File: config.mk
export PLATFORM = sky130hd
export DESIGN_NAME = vscale_regfile_sb
export DESIGN_NICKNAME = d
export VERILOG_FILES = /design/src/rtl/vscale_regfile_sb_pkg.sv /design/src/rtl/vscale_scoreboard.sv /design/src/rtl/vscale_regfile_sb.sv
export SDC_FILE = /design/constraint.sdc
export NUM_CORES = 2
export LEC_CHECK = 0
export BUFFER_PORTS_ARGS = -buffer_cell sky130_fd_sc_hd__buf_2
export CORE_ASPECT_RATIO = 0.8
export CORE_MARGIN = 3
export CORE_UTILIZATION = 30
export CTS_CLUSTER_DIAMETER = 200
export CTS_CLUSTER_SIZE = 30
export DETAILED_ROUTE_END_ITERATION = 6
export GPL_TIMING_DRIVEN = 1
export PLACE_DENSITY = 0.54
export REMOVE_ABC_BUFFERS = 1
export SLEW_MARGIN = 25
export SYNTH_ARGS = -nofsm -noshare
export SYNTH_HDL_FRONTEND = slang
export SYNTH_SLANG_ARGS = --single-unit
File: constraint.sdc
create_clock -name clk -period 4.7 [get_ports clk]
set_input_delay 0.705 -clock clk [delete_from_list [all_inputs] [get_ports clk]]
set_output_delay 0.705 -clock clk [all_outputs]
set_load 0.05 [all_outputs]
File: src/rtl/vscale_regfile_sb_pkg.sv
// Shared widths for the vscale register file and its long-latency scoreboard.
package vscale_regfile_sb_pkg;
    localparam int XPR_LEN        = 32;
    localparam int REG_COUNT      = 32;
    localparam int REG_ADDR_WIDTH = $clog2(REG_COUNT);
    localparam int DEF_MAX_OUT    = 4;
endpackage

File: src/rtl/vscale_scoreboard.sv
// Tracks registers awaiting long-latency results, the outstanding-op count and protocol errors.
module vscale_scoreboard
    import vscale_regfile_sb_pkg::*;
#(
    parameter int NUM_REGS = REG_COUNT,
    parameter int ZERO_REG = 1,
    parameter int MAX_OUT  = DEF_MAX_OUT,
    parameter int AW       = $clog2(NUM_REGS),
    parameter int CW       = $clog2(MAX_OUT + 1)
) (
    input  logic                clk,
    input  logic                reset,
    input  logic                issue_valid,
    input  logic [AW-1:0]       issue_addr,
    output logic                issue_ready,
    input  logic                wb_fire,
    input  logic [AW-1:0]       wb_addr,
    input  logic                wa_write,
    input  logic [AW-1:0]       wa_addr,
    output logic [NUM_REGS-1:0] pending,
    output logic [CW-1:0]       outstanding,
    output logic                sb_err
);
    logic [NUM_REGS-1:0] pending_reg;
    logic [CW-1:0]       outstanding_reg;
    logic                sb_err_reg;
    logic                issue_fire;
    logic                issue_counted;
    logic                wb_retire;
    logic                wb_stray;
    logic                wa_waw;
    logic                wb_to_zero;

    assign issue_ready   = !pending_reg[issue_addr] && (outstanding_reg < CW'(MAX_OUT));
    assign issue_fire    = issue_valid && issue_ready;
    assign issue_counted = issue_fire && !((ZERO_REG != 0) && (issue_addr == '0));
    assign wb_to_zero    = (ZERO_REG != 0) && (wb_addr == '0);
    assign wb_retire     = wb_fire && pending_reg[wb_addr];
    // A dropped write to the hard-wired zero register is not a protocol violation.
    assign wb_stray      = wb_fire && !pending_reg[wb_addr] && !wb_to_zero;
    assign wa_waw        = wa_write && pending_reg[wa_addr];

    generate
        for (genvar gi = 0; gi < NUM_REGS; gi++) begin : g_pending
            logic set_bit;
            logic clr_bit;
            assign set_bit = issue_counted && (issue_addr == AW'(gi));
            assign clr_bit = wb_fire && (wb_addr == AW'(gi));
            always_ff @(posedge clk) begin
                if (reset) begin
                    pending_reg[gi] <= 1'b0;
                end else begin
                    pending_reg[gi] <= set_bit | (pending_reg[gi] & ~clr_bit);
                end
            end
        end
    endgenerate

    always_ff @(posedge clk) begin
        if (reset) begin
            outstanding_reg <= '0;
            sb_err_reg      <= 1'b0;
        end else begin
            case ({issue_counted, wb_retire})
                2'b10:   outstanding_reg <= outstanding_reg + 1'b1;
                2'b01:   outstanding_reg <= outstanding_reg - 1'b1;
                default: outstanding_reg <= outstanding_reg;
            endcase
            if (wb_stray || wa_waw) begin
                sb_err_reg <= 1'b1;
            end
        end
    end

    assign pending     = pending_reg;
    assign outstanding = outstanding_reg;
    assign sb_err      = sb_err_reg;
endmodule

File: src/rtl/vscale_regfile_sb.sv
// Register file with pipeline write port A, handshaked long-latency port B, bypassed reads and scoreboard.
module vscale_regfile_sb
    import vscale_regfile_sb_pkg::*;
#(
    parameter int DATA_WIDTH = XPR_LEN,
    parameter int NUM_REGS   = REG_COUNT,
    parameter int NUM_READ   = 2,
    parameter int ZERO_REG   = 1,
    parameter int MAX_OUT    = DEF_MAX_OUT,
    parameter int AW         = $clog2(NUM_REGS),
    parameter int CW         = $clog2(MAX_OUT + 1)
) (
    input  logic                         clk,
    input  logic                         reset,
    input  logic [NUM_READ*AW-1:0]       rd_addr,
    output logic [NUM_READ*DATA_WIDTH-1:0] rd_data,
    output logic [NUM_READ-1:0]          rd_pending,
    input  logic                         wa_en,
    input  logic [AW-1:0]                wa_addr,
    input  logic [DATA_WIDTH-1:0]        wa_data,
    input  logic                         wb_valid,
    output logic                         wb_ready,
    input  logic [AW-1:0]                wb_addr,
    input  logic [DATA_WIDTH-1:0]        wb_data,
    input  logic                         issue_valid,
    output logic                         issue_ready,
    input  logic [AW-1:0]                issue_addr,
    output logic [CW-1:0]                outstanding,
    output logic                         sb_err
);
    logic [DATA_WIDTH-1:0] mem [NUM_REGS];
    logic [NUM_REGS-1:0]   pending;
    logic                  wa_write;
    logic                  wb_fire;
    logic                  wb_write;

    // Port A owns the array whenever it performs a real write, so port B waits.
    assign wa_write = (ZERO_REG != 0) ? (wa_en && (wa_addr != '0)) : wa_en;
    assign wb_ready = !wa_write;
    assign wb_fire  = wb_valid && wb_ready;
    assign wb_write = wb_fire && !((ZERO_REG != 0) && (wb_addr == '0));

    always_ff @(posedge clk) begin
        if (wa_write) begin
            mem[wa_addr] <= wa_data;
        end else if (wb_write) begin
            mem[wb_addr] <= wb_data;
        end
    end

    generate
        for (genvar gi = 0; gi < NUM_READ; gi++) begin : g_read
            logic [AW-1:0]         addr;
            logic [DATA_WIDTH-1:0] data;
            assign addr = rd_addr[gi*AW +: AW];
            always_comb begin
                data = mem[addr];
                if ((ZERO_REG != 0) && (addr == '0)) begin
                    data = '0;
                end else if (wa_write && (wa_addr == addr)) begin
                    data = wa_data;
                end else if (wb_write && (wb_addr == addr)) begin
                    data = wb_data;
                end
            end
            assign rd_data[gi*DATA_WIDTH +: DATA_WIDTH] = data;
            assign rd_pending[gi] = pending[addr] && !(wb_fire && (wb_addr == addr));
        end
    endgenerate

    vscale_scoreboard #(
        .NUM_REGS (NUM_REGS),
        .ZERO_REG (ZERO_REG),
        .MAX_OUT  (MAX_OUT),
        .AW       (AW),
        .CW       (CW)
    ) u_scoreboard (
        .clk         (clk),
        .reset       (reset),
        .issue_valid (issue_valid),
        .issue_addr  (issue_addr),
        .issue_ready (issue_ready),
        .wb_fire     (wb_fire),
        .wb_addr     (wb_addr),
        .wa_write    (wa_write),
        .wa_addr     (wa_addr),
        .pending     (pending),
        .outstanding (outstanding),
        .sb_err      (sb_err)
    );
endmodule

==> results by group <==
Run status
  • Outcome: complete, no violations

Final layout
  • Post-route cell area: 58,900 um2
  • Area Overhead vs Synth: 13.9%
  • Final Instance Count excl. Fillers: about 5,400
  • Multi-input gate area: a little under 20,000 um2
  • Layout cell share with drive strength beyond 1: 0.376
  • Final core occ: 0.346
  • Final nets: between 3,000 and 4,000
  • Flip-flop and latch area: ~31,000 um2
  • Number of fill cells: 15,934
  • Max reg flops: slightly above 1,000

Place
  • I/O Buffers: between 150 and 200
  • RePlAce Congestion: about 0.81
  • Post-place instance area: roughly 58,000 um2
  • Detail Placement HPWL: approximately 110,000 um
  • Placed Cells: ~5,300

CTS
  • Clk_lat worst skew: 0.67 ns
  • H-tree Lvls: 2
  • Clk sink count: 1,060
  • CTS tree: yes
  • CTS buffer count: 41
  • Cts hold-fix bufs: 0
  • Clock slew at reported path FFs: 0.12 ns
  • Setup Fix Bufs, Post-CTS: 0
  • Clock buffer depth: 3
  • Root Buffer Master: clkbuf_16
  • # resized after CTS: 0

Global routing
  • GRT overflow: 0
  • Initial antenna violation count: 10
  • Pin count of the biggest net entering global routing: 77
  • Vias in the first global route: about 31,000
  • Gr usage total: 0.195
  • Global-route wire length before repair: 247,000 um

Worst setup path
  • Critical path's top delay family: compound AO/OA/AOI/OAI gates
  • Worst EP arrival: roughly 3.8 ns
  • CP Cell Sequence: buf_8 > buf_12 > buf_4 > mux4_2 > a22oi_1 > a21oi_1 > a2111oi_0 > buf_4 > o21ai_1 > buf_12
  • CP required: between 3 and 4 ns
  • Crit. End Element: output pin
  • Critical Path Source Type: input port
  • CP max-delay cell: a2111oi_0
  • Critical path type: in2out
  • CP Max Fanout: 30
  • Buf/Inv on CP: 5
  • Worst path max stage delay: approximately 0.83 ns
  • Reg2reg start: u_scoreboard.pending[11]$_SDFF_PP0_
  • Critical path startpoint: rd_addr[1]

Routing
  • Via count: ~31,000
  • # DRC: 0
  • Wire per inst: 32.7 um
  • TritonRoute pass-1 iters: 6
  • Max Used Layer: met4
  • Met1 WL: approximately 74,000 um
  • Number of vias per cell: between 5 and 6
  • Final ANT Viol Nets: 0
  • Met2 routed WL: just over 80,000 um
  • DRT iter0 DRCs: 3,966
  • Met3 WL: approximately 16,000 um
  • WL final: about 180,000 um

Timing
  • Final Max Slew Viols: 0
  • Final setup viols: 0
  • Max Freq: between 200 and 250 MHz
  • Minimum clock period: between 4 and 5 ns
  • Post-route clock period utilization: 0.955
  • Setup TNS: 0 ns
  • Slew @ Worst Pin: approximately 0.99 ns
  • Rel. slew slack: 0.339
  • Final Hold Fails: 0
  • Clock skew: roughly 0.0099 ns
  • RSZ-0062 raised after global routing: false

Yosys
  • Top post-synthesis cells by count: edfxtp_1, mux4_2, nand2_1
  • Mux contribution to synthesized area: 0.287
  • Synth unique cells: 50
  • Post-synthesis adder-cell area fraction: 0.000629
  • Async set-or-reset flop fraction in the synthesized netlist: 0
  • Post-synthesis register bit count: 1,060
  • Most frequent cell after synthesis: edfxtp_1
  • Synth Warn #: 0
  • Post-synth EDFFs: around 1,000
  • Largest family of logic cells by synthesized area: multiplexers
  • Simple-gate area share of the yosys netlist: 0.0385
  • Share of the yosys chip area belonging to registers: 0.608
  • Cells after Synth: between 2,000 and 3,000
  • Synth Flop Type: edfxtp_1
  • Mean Syn Cell Area: 18.3 um2
  • Post-synthesis compound-gate area fraction: 0.0425
  • Top cells by area, synth: edfxtp_1, mux4_2, mux2i_1
  • Post-synth top area share: 0.595
  • Post-synthesis instance area: just over 50,000 um2
  • Post-Synth XOR/XNOR Area: 0.00373
  • Cell taking the most area after synthesis: edfxtp_1

Power
  • Total power: 18.3 mW
  • Worst VDD drop: roughly 270 uV
  • Pwr dens: 311 nW/um2
  • Leakage power: roughly 18 nW

Die
  • Die Y: approximately 380 um
  • Core Rows: roughly 140
  • Chip Width: between 400 and 500 um
  • Die area: around 180,000 um2
  • Core Footprint: ~170,000 um2
  • IO Pins: roughly 170
  • Initial core utilization: 0.304

Run
  • Max cap viols: 0

Hold path
  • Hold Crit Class: in2reg
  • Hold_sp: reset
[cell type report]
| type | count | area share |
|---|---|---|
| antenna | 5 | 0.000212 |
| clock buffer | 48 | 0.0182 |
| clock inverter | 2 | 0.000616 |
| inverter | 8 | 0.000531 |
| multi-input combinational | 1564 | 0.333 |
| sequential | 1060 | 0.534 |
| tap | 2260 | 0.0480 |
| timing repair buffer | 428 | 0.0654 |
[routing by layer]
layer  GRT usage  vias to the layer above
met5           0                        -
met4      0.0471                        0
met3      0.0345                      183
met2       0.311                     1523
met1       0.277                    17062
li1            -                    12517
[placed cells by master (no fill, tap or decap), types with 24 or more instances in the layout]
| master | n |
|---|---|
| edfxtp_1 | 1024 |
| mux4_2 | 585 |
| buf_4 | 216 |
| nand2_1 | 162 |
| buf_2 | 132 |
| o21ai_0 | 101 |
| mux2i_1 | 100 |
| nor2_1 | 80 |
| buf_12 | 74 |
| a22oi_1 | 69 |
| o22ai_1 | 62 |
| mux2_2 | 60 |
| clkbuf_16 | 42 |
| a21oi_1 | 37 |
| dfxtp_1 | 36 |
| conb_1 | 32 |
| nor3_2 | 31 |
| or3_1 | 27 |
| nor2b_1 | 24 |
[cell families after synthesis]
| group | count (synthesis) |
|---|---|
| compound gates | 343 |
| xor+xnor | 22 |
| fa+ha+maj | 2 |
| buf+inv | 238 |
| flops | 1060 |
| mux | 745 |
| other cells | 1 |
| simple gates | 420 |
[power breakdown]
| group | switching (mW) | leakage (nW) | internal, mW |
|---|---|---|---|
| clock | 2.90 | 0.541 | 1.66 |
| sequential | 0.102 | 9.33 | 10.7 |
| combinational | 1.79 | 8.37 | 1.21 |
[through the flow]
step,setup slack (ns),hold WS (ns)
finish,0.211,0.456
global route,0.00109,0.468
CTS,0.171,0.409
detailed placement,0.203,0.510
global placement,0.103,0.500
floorplan,-1.25,0.486
[worst paths after layout]
path	end	cells after the start	slack (ns)
worst max register to register	u_scoreboard.outstanding[2]$_SDFFE_PP0P_	10	1.80
worst min-delay path	u_scoreboard.outstanding[1]$_SDFFE_PP0P_	2	0.46
worst max-delay path	rd_data[11]	10	0.21
worst min register to register	u_scoreboard.outstanding[1]$_SDFFE_PP0P_	2	0.53
(Power assumes the default switching activity.)
